**src/rtl/load_store_unit_pkg.sv**
```systemverilog
// Shared types and helpers for the load/store unit: access widths, FSM states, lane offset.
package load_store_unit_pkg;

  localparam int XLEN      = 32;
  localparam int NUM_LANES = XLEN / 8;

  typedef enum logic [1:0] {
    write_byte     = 2'd0,
    write_halfword = 2'd1,
    write_word     = 2'd2
  } mem_width_t;

  typedef enum logic [2:0] {
    IDLE  = 3'd0,
    REQ   = 3'd1,
    RESP  = 3'd2,
    DONE  = 3'd3,
    FAULT = 3'd4
  } lsu_state_t;

  // Byte lane within the bus word addressed by a byte address.
  function automatic logic [1:0] lane_off(input logic [XLEN-1:0] addr);
    return addr[1:0];
  endfunction

endpackage

```
**src/rtl/load_store_unit_if.sv**
```systemverilog
// Request/result handshake with the compute stage plus the data-memory bus, as one bundle.
interface load_store_unit_if;
  import load_store_unit_pkg::*;

  logic                 op_valid;
  logic                 op_ready;
  logic                 op_is_store;
  logic [XLEN-1:0]      op_addr;
  mem_width_t           op_width;
  logic [XLEN-1:0]      op_wdata;

  logic                 result_valid;
  logic                 result_misaligned;
  logic [XLEN-1:0]      load_val;

  logic                 bus_req_valid;
  logic                 bus_req_ready;
  logic                 bus_we;
  logic [XLEN-1:0]      bus_addr;
  logic [NUM_LANES-1:0] bus_wstrb;
  logic [XLEN-1:0]      bus_wdata;
  logic                 bus_resp_valid;
  logic [XLEN-1:0]      bus_rdata;

  // Environment side: compute stage issuing ops and the memory answering the bus.
  modport master (
    output op_valid, op_is_store, op_addr, op_width, op_wdata,
    output bus_req_ready, bus_resp_valid, bus_rdata,
    input  op_ready, result_valid, result_misaligned, load_val,
    input  bus_req_valid, bus_we, bus_addr, bus_wstrb, bus_wdata
  );

  // Load/store unit side.
  modport slave (
    input  op_valid, op_is_store, op_addr, op_width, op_wdata,
    input  bus_req_ready, bus_resp_valid, bus_rdata,
    output op_ready, result_valid, result_misaligned, load_val,
    output bus_req_valid, bus_we, bus_addr, bus_wstrb, bus_wdata
  );

endinterface

```
**src/rtl/load_store_unit_lane_align.sv**
```systemverilog
// Combinational lane logic: byte strobes, store-data replication, alignment check, load extraction.
module lsu_lane_align
  import load_store_unit_pkg::*;
(
  input  logic [1:0]           off,
  input  mem_width_t           width,
  input  logic [XLEN-1:0]      wdata,
  input  logic [XLEN-1:0]      rdata,
  output logic [NUM_LANES-1:0] wstrb,
  output logic [XLEN-1:0]      wdata_rep,
  output logic                 misaligned,
  output logic [XLEN-1:0]      rdata_ext
);

  logic [XLEN-1:0] rdata_shift;

  assign rdata_shift = rdata >> {off, 3'b000};

  always_comb begin
    wstrb      = '0;
    wdata_rep  = '0;
    misaligned = 1'b0;
    rdata_ext  = '0;
    case (width)
      write_byte: begin
        wstrb     = 4'b0001 << off;
        wdata_rep = {4{wdata[7:0]}};
        rdata_ext = {24'h0, rdata_shift[7:0]};
      end
      write_halfword: begin
        wstrb      = 4'b0011 << off;
        wdata_rep  = {2{wdata[15:0]}};
        misaligned = off[0];
        rdata_ext  = {16'h0, rdata_shift[15:0]};
      end
      write_word: begin
        wstrb      = 4'b1111;
        wdata_rep  = wdata;
        misaligned = (off != 2'b00);
        rdata_ext  = rdata_shift;
      end
      // Unencoded width: refuse it as a fault rather than touch memory.
      default: misaligned = 1'b1;
    endcase
  end

endmodule

```
**src/rtl/load_store_unit.sv**
```systemverilog
// Memory-access stage: one load/store per handshake, bus request/response, right-justified load data.
//
//   state | meaning
//   IDLE  | op_ready high, waiting for a request
//   REQ   | bus_req_valid high, waiting for bus_req_ready
//   RESP  | waiting for bus_resp_valid
//   DONE  | one-cycle result pulse for a completed bus access
//   FAULT | one-cycle result pulse for a misaligned op, no bus access
module load_store_unit
  import load_store_unit_pkg::*;
(
  input  logic             clk,
  input  logic             reset_n,
  load_store_unit_if.slave lsu,
  output logic             busy
);

  lsu_state_t           state;
  logic                 cap_is_store;
  logic [XLEN-1:0]      cap_addr;
  mem_width_t           cap_width;

  logic                 in_idle;
  logic                 accept;
  logic [1:0]           sel_off;
  mem_width_t           sel_width;
  logic [NUM_LANES-1:0] wstrb;
  logic [XLEN-1:0]      wdata_rep;
  logic [XLEN-1:0]      rdata_ext;
  logic                 misaligned;

  assign in_idle = (state == IDLE);
  assign accept  = lsu.op_valid && in_idle;

  // The lane block sees the live request while idle and the captured op afterwards,
  // so one instance serves both the accept decision and the load extraction.
  assign sel_off   = in_idle ? lane_off(lsu.op_addr) : lane_off(cap_addr);
  assign sel_width = in_idle ? lsu.op_width : cap_width;

  lsu_lane_align u_lane_align (
    .off        (sel_off),
    .width      (sel_width),
    .wdata      (lsu.op_wdata),
    .rdata      (lsu.bus_rdata),
    .wstrb      (wstrb),
    .wdata_rep  (wdata_rep),
    .misaligned (misaligned),
    .rdata_ext  (rdata_ext)
  );

  assign lsu.op_ready = in_idle;
  assign busy         = !in_idle;
  assign lsu.bus_addr = {cap_addr[XLEN-1:2], 2'b00};
  assign lsu.bus_we   = cap_is_store;

  always_ff @(posedge clk or negedge reset_n) begin
    if (!reset_n) begin
      state                 <= IDLE;
      cap_is_store          <= 1'b0;
      cap_addr              <= '0;
      cap_width             <= write_byte;
      lsu.bus_req_valid     <= 1'b0;
      lsu.bus_wstrb         <= '0;
      lsu.bus_wdata         <= '0;
      lsu.result_valid      <= 1'b0;
      lsu.result_misaligned <= 1'b0;
      lsu.load_val          <= '0;
    end else begin
      case (state)
        IDLE: begin
          if (accept) begin
            cap_is_store <= lsu.op_is_store;
            cap_addr     <= lsu.op_addr;
            cap_width    <= lsu.op_width;
            if (misaligned) begin
              state                 <= FAULT;
              lsu.result_valid      <= 1'b1;
              lsu.result_misaligned <= 1'b1;
              lsu.load_val          <= '0;
            end else begin
              state             <= REQ;
              lsu.bus_req_valid <= 1'b1;
              lsu.bus_wstrb     <= wstrb;
              lsu.bus_wdata     <= wdata_rep;
            end
          end
        end
        REQ: begin
          if (lsu.bus_req_ready) begin
            lsu.bus_req_valid <= 1'b0;
            state             <= RESP;
          end
        end
        RESP: begin
          if (lsu.bus_resp_valid) begin
            lsu.load_val          <= cap_is_store ? '0 : rdata_ext;
            lsu.result_valid      <= 1'b1;
            lsu.result_misaligned <= 1'b0;
            state                 <= DONE;
          end
        end
        DONE, FAULT: begin
          lsu.result_valid      <= 1'b0;
          lsu.result_misaligned <= 1'b0;
          state                 <= IDLE;
        end
        default: state <= IDLE;
      endcase
    end
  end

endmodule

```
**src/flat_wrapper.sv**
```systemverilog
// flat-port wrapper written by rule: the top's interface ports become plain ports
module load_store_unit_flat import load_store_unit_pkg::*;
  (clk, reset_n, busy, lsu_op_valid, lsu_op_is_store, lsu_op_addr, lsu_op_width, lsu_op_wdata, lsu_bus_req_ready, lsu_bus_resp_valid, lsu_bus_rdata, lsu_op_ready, lsu_result_valid, lsu_result_misaligned, lsu_load_val, lsu_bus_req_valid, lsu_bus_we, lsu_bus_addr, lsu_bus_wstrb, lsu_bus_wdata);
  load_store_unit_if lsu_i ();
  input  logic clk;
  input  logic reset_n;
  output logic busy;
  input wire logic [$bits(lsu_i.op_valid)-1:0] lsu_op_valid;
  input wire logic [$bits(lsu_i.op_is_store)-1:0] lsu_op_is_store;
  input wire logic [$bits(lsu_i.op_addr)-1:0] lsu_op_addr;
  input wire logic [$bits(lsu_i.op_width)-1:0] lsu_op_width;
  input wire logic [$bits(lsu_i.op_wdata)-1:0] lsu_op_wdata;
  input wire logic [$bits(lsu_i.bus_req_ready)-1:0] lsu_bus_req_ready;
  input wire logic [$bits(lsu_i.bus_resp_valid)-1:0] lsu_bus_resp_valid;
  input wire logic [$bits(lsu_i.bus_rdata)-1:0] lsu_bus_rdata;
  output wire logic [$bits(lsu_i.op_ready)-1:0] lsu_op_ready;
  output wire logic [$bits(lsu_i.result_valid)-1:0] lsu_result_valid;
  output wire logic [$bits(lsu_i.result_misaligned)-1:0] lsu_result_misaligned;
  output wire logic [$bits(lsu_i.load_val)-1:0] lsu_load_val;
  output wire logic [$bits(lsu_i.bus_req_valid)-1:0] lsu_bus_req_valid;
  output wire logic [$bits(lsu_i.bus_we)-1:0] lsu_bus_we;
  output wire logic [$bits(lsu_i.bus_addr)-1:0] lsu_bus_addr;
  output wire logic [$bits(lsu_i.bus_wstrb)-1:0] lsu_bus_wstrb;
  output wire logic [$bits(lsu_i.bus_wdata)-1:0] lsu_bus_wdata;
  assign lsu_i.op_valid = lsu_op_valid;
  assign lsu_i.op_is_store = lsu_op_is_store;
  assign lsu_i.op_addr = lsu_op_addr;
  assign lsu_i.op_width = lsu_op_width;
  assign lsu_i.op_wdata = lsu_op_wdata;
  assign lsu_i.bus_req_ready = lsu_bus_req_ready;
  assign lsu_i.bus_resp_valid = lsu_bus_resp_valid;
  assign lsu_i.bus_rdata = lsu_bus_rdata;
  assign lsu_op_ready = lsu_i.op_ready;
  assign lsu_result_valid = lsu_i.result_valid;
  assign lsu_result_misaligned = lsu_i.result_misaligned;
  assign lsu_load_val = lsu_i.load_val;
  assign lsu_bus_req_valid = lsu_i.bus_req_valid;
  assign lsu_bus_we = lsu_i.bus_we;
  assign lsu_bus_addr = lsu_i.bus_addr;
  assign lsu_bus_wstrb = lsu_i.bus_wstrb;
  assign lsu_bus_wdata = lsu_i.bus_wdata;
  load_store_unit u_core (.clk(clk), .reset_n(reset_n), .lsu(lsu_i), .busy(busy));
endmodule
```
**config.mk**
```make
export PLATFORM = sky130hd
export DESIGN_NAME = load_store_unit_flat
export DESIGN_NICKNAME = d
export VERILOG_FILES = /design/src/rtl/load_store_unit_pkg.sv /design/src/rtl/load_store_unit_if.sv /design/src/rtl/load_store_unit_lane_align.sv /design/src/rtl/load_store_unit.sv /design/src/flat_wrapper.sv
export SDC_FILE = /design/constraint.sdc
export NUM_CORES = 1
export LEC_CHECK = 0
export ABC_CLOCK_PERIOD_IN_PS = 2200
export BUFFER_PORTS_ARGS = -buffer_cell sky130_fd_sc_hd__buf_2
export CAP_MARGIN = 10
export CORE_AREA = 2 2 136 138
export DETAILED_ROUTE_END_ITERATION = 12
export DIE_AREA = 0 0 138 140
export PLACE_DENSITY_LB_ADDON = 0.15
export SYNTH_ARGS = -nofsm -noshare
export SYNTH_HDL_FRONTEND = slang
export SYNTH_SLANG_ARGS = --single-unit
```
**constraint.sdc**
```tcl
create_clock -name clk -period 2.2 [get_ports clk]
set_input_delay 0.55 -clock clk [delete_from_list [all_inputs] [get_ports clk]]
set_output_delay 0.55 -clock clk [all_outputs]
set_load 0.1 [all_outputs]
```
==> impl_metrics.py <==
metrics = {
    "synthesis": {
        "synth_mux_area_share_pct": 17.8,
        "ys_seq_area_share_pct": 51.6,
        "yosys.area_share.simple_pct": 8.38,
        "yosysUniqueCellTypes": 44,
        "synthCells": 467,
        "synth-compound-area-share_pct": 14.0,
        "syn-cell-area_um2": 5290,
        "synth_fa_ha_area_share_pct": 0,
        "ys_seq_elements": 109,
        "avgSynthCellArea_um2": 11.3,
        "synth_top_family_by_area": "multiplexers",
        "synth_warnings": 0,
        "synth_xor_xnor_area_share_pct": 0.331,
    },
    "route": {
        "routedWlPerCell_um": 16.6,
        "drt-initial-drc-count": 123,
        "finalWirelength_mm": 14.8,
        "drc": 0,
        "vias": 4231,
        "postRouteAntennaNets": 0,
        "routed_via_density": 4.76,
        "drtPass1Iterations": 4,
    },
    "clock_network": {
        "cts-root-buf": "clkbuf_16",
        "numCtsBuffers": 9,
        "cts_buffer_depth": 2,
        "clk_latency_ns": 0.35,
        "clkTransAtPathRegs_ns": 0.07,
        "cts_setup_buffers": 0,
        "cts_tree": "built",
        "clkSinkCount": 109,
        "htreeDepth": 3,
    },
    "place": {
        "routabilityCongestion": 0.786,
        "preCtsSetupSlack_ns": 0.0918,
        "numPortBuffers": 207,
        "dp_hpwl_mm": 11.0,
    },
    "setup_path": {
        "cp-end-kind": "primary output",
        "critical_path.top_delay_family": "simple AND/OR/NAND/NOR gates",
        "critPathSlowestCell": "or3_4",
        "cp_max_fo": 5,
        "arrival_ns": 1.58,
        "crit_buf_inv": 2,
        "crit_top_cell": "buf_4",
        "cp_cell_sequence": "or3_4, buf_4, buf_4",
        "worstSetupStartpointType": "register",
        "r2r_cells": 7,
        "cp.required_ns": 1.65,
        "path_depth": 3,
        "critPathKind": "reg2out",
        "slowest_delay_ns": 0.43,
    },
    "timing": {
        "finalHoldViolCount": 0,
        "slew_violations": 0,
        "rsz0062_at_grt": "true",
        "tightestPinTransition_ns": 0.622,
        "finalClockSkew_ns": 0.00805,
        "period_minus_slack_ns": 2.13,
        "worst_slack_ns": 0.0710,
        "setup_viol": 0,
        "relSlewSlack_pct": 58.5,
        "max_freq_mhz": 470,
        "fin_crit_sh_pct": 96.8,
    },
    "floorplan": {
        "core_um2": 17800,
        "die_w_um": 138,
        "io_pins": 210,
        "fp-row-count": 49,
        "dieArea_um2": 19300,
        "die-height_um": 140,
        "start_util_pct": 29.7,
    },
    "final_layout": {
        "final_common_cell": "buf_2",
        "diodes": 0,
        "area_growth_pct": 29.7,
        "mostFrequentLayoutCells": "buf_2, dfrtp_1, nand2_1",
        "nNetsFinal": 758,
        "drive_gt1_share_pct": 49.0,
    },
    "global_route": {
        "antenna_found_initial": 1,
        "grt_pass1_wl_mm": 24.1,
        "grt_pass1_vias": 4565,
        "grt_overflow": 0,
        "track_usage_pct": 15.5,
        "grt_max_degree": 49,
    },
    "hold_path": {
        "worstHoldPathType": "in2async",
    },
    "run_status": {
        "status": "complete, no violations",
    },
    "flow_run": {
        "drv_cap": 0,
    },
}
-- cells in the mapped netlist (all sizes together) --
master / n / area share, %
o21bai: 1 / 0.14
clkinv: 1 / 0.095
inv: 2 / 0.14
a21o: 1 / 0.14
dfrtp: 109 / 52
clkbuf: 14 / 0.99
nor4b: 1 / 0.17
o311ai: 2 / 0.33
buf: 46 / 6.6
a31oi: 1 / 0.12
a21oi: 9 / 0.92
or4: 2 / 0.28
mux2i: 30 / 6.0
xnor2: 2 / 0.33
nor3: 5 / 0.69
nor2: 12 / 1.0
nor2b: 2 / 0.24
a22o: 9 / 1.5
mux2: 55 / 12
o21ai: 45 / 4.3
nand3b: 2 / 0.28
conb: 1 / 0.071
a32o: 9 / 1.7
nand2b: 3 / 0.36
or4b: 1 / 0.19
and2: 1 / 0.12
or3: 2 / 0.24
a22oi: 24 / 3.4
a2bb2oi: 8 / 1.3
a211oi: 1 / 0.14
or2: 1 / 0.12
nand2: 65 / 4.7
-- logic make-up after synthesis --
logic type                after synthesis
AOI/OAI and AO/OA                     110
DFF                                   109
and+or+nand+nor                        97
muxes                                  85
buffers and inverters                  63
xor gates and xnor gates                2
other                                   1
-- what timing repair did --
action / CTS / global route
hold buffers: 0 / 0
endpoints found under the hold margin: 0 / 0
endpoints found under the setup margin: 1 / 3
cloned: 0 / 0
resized for setup: 1 / 4
-- area by class of cell --
class	instances	area [um^2]
sequential	109	2730
multi-input combinational	296	2180
timing repair buffer	235	1360
tap	229	287
clock buffer	10	239
clock inverter	6	38.8
inverter	3	23.8
fill	1837	10900
-- metal layers --
layer | share of wire [%] | track usage (%) | vias to the layer above
met3 | 7.6 | 3.97 | 10
met1 | 43 | 20.0 | 2052
met5 | 0.074 | 0 | -
met4 | 0.95 | 4.83 | 2
met2 | 48 | 25.8 | 156
li1 | - | - | 2011
-- worst paths after layout --
kind	start	to	slack (ns)
min reg2reg	u_core.lsu.bus_wdata[14]	u_core.lsu.bus_wdata[14]	0.48
max reg2reg	u_core.state[2]	u_core.lsu.load_val[15]	0.11
min in group clk	lsu_op_addr[20]	u_core.cap_addr[20]	0.44
max in group asynchronous	reset_n	u_core.lsu.bus_wdata[31]	1.47
max	u_core.state[2]	busy	0.07
min	reset_n	u_core.cap_addr[14]	0.13
-- metrics by stage --
step	instance area (um^2)	TNS (ns)	instances	util, %	hold WS [ns]
after global routing	6860	-0.00137	888	38.6	0.157
after global placement	6560	0	872	36.9	0.462
after CTS	6840	0	888	38.5	0.126
after floorplan	5340	-4.06	468	-	0.254
after detailed placement	6560	0	872	36.9	0.472
final	6860	0	888	38.6	0.134
-- registers in the layout (all words and copies together) (netlist names) --
register,flops
u_core.cap_addr,32
u_core.lsu.bus_we,1
u_core.lsu.result_valid,1
u_core.lsu.bus_wdata,32
u_core.state,3
u_core.lsu.bus_req_valid,1
u_core.lsu.result_misaligned,1
u_core.lsu.load_val,32
u_core.cap_width,2
u_core.lsu.bus_wstrb,4
Power is left out: the tool's default activity adds up to more than one toggle a clock period on the data nets, which glitch-free logic cannot reach.
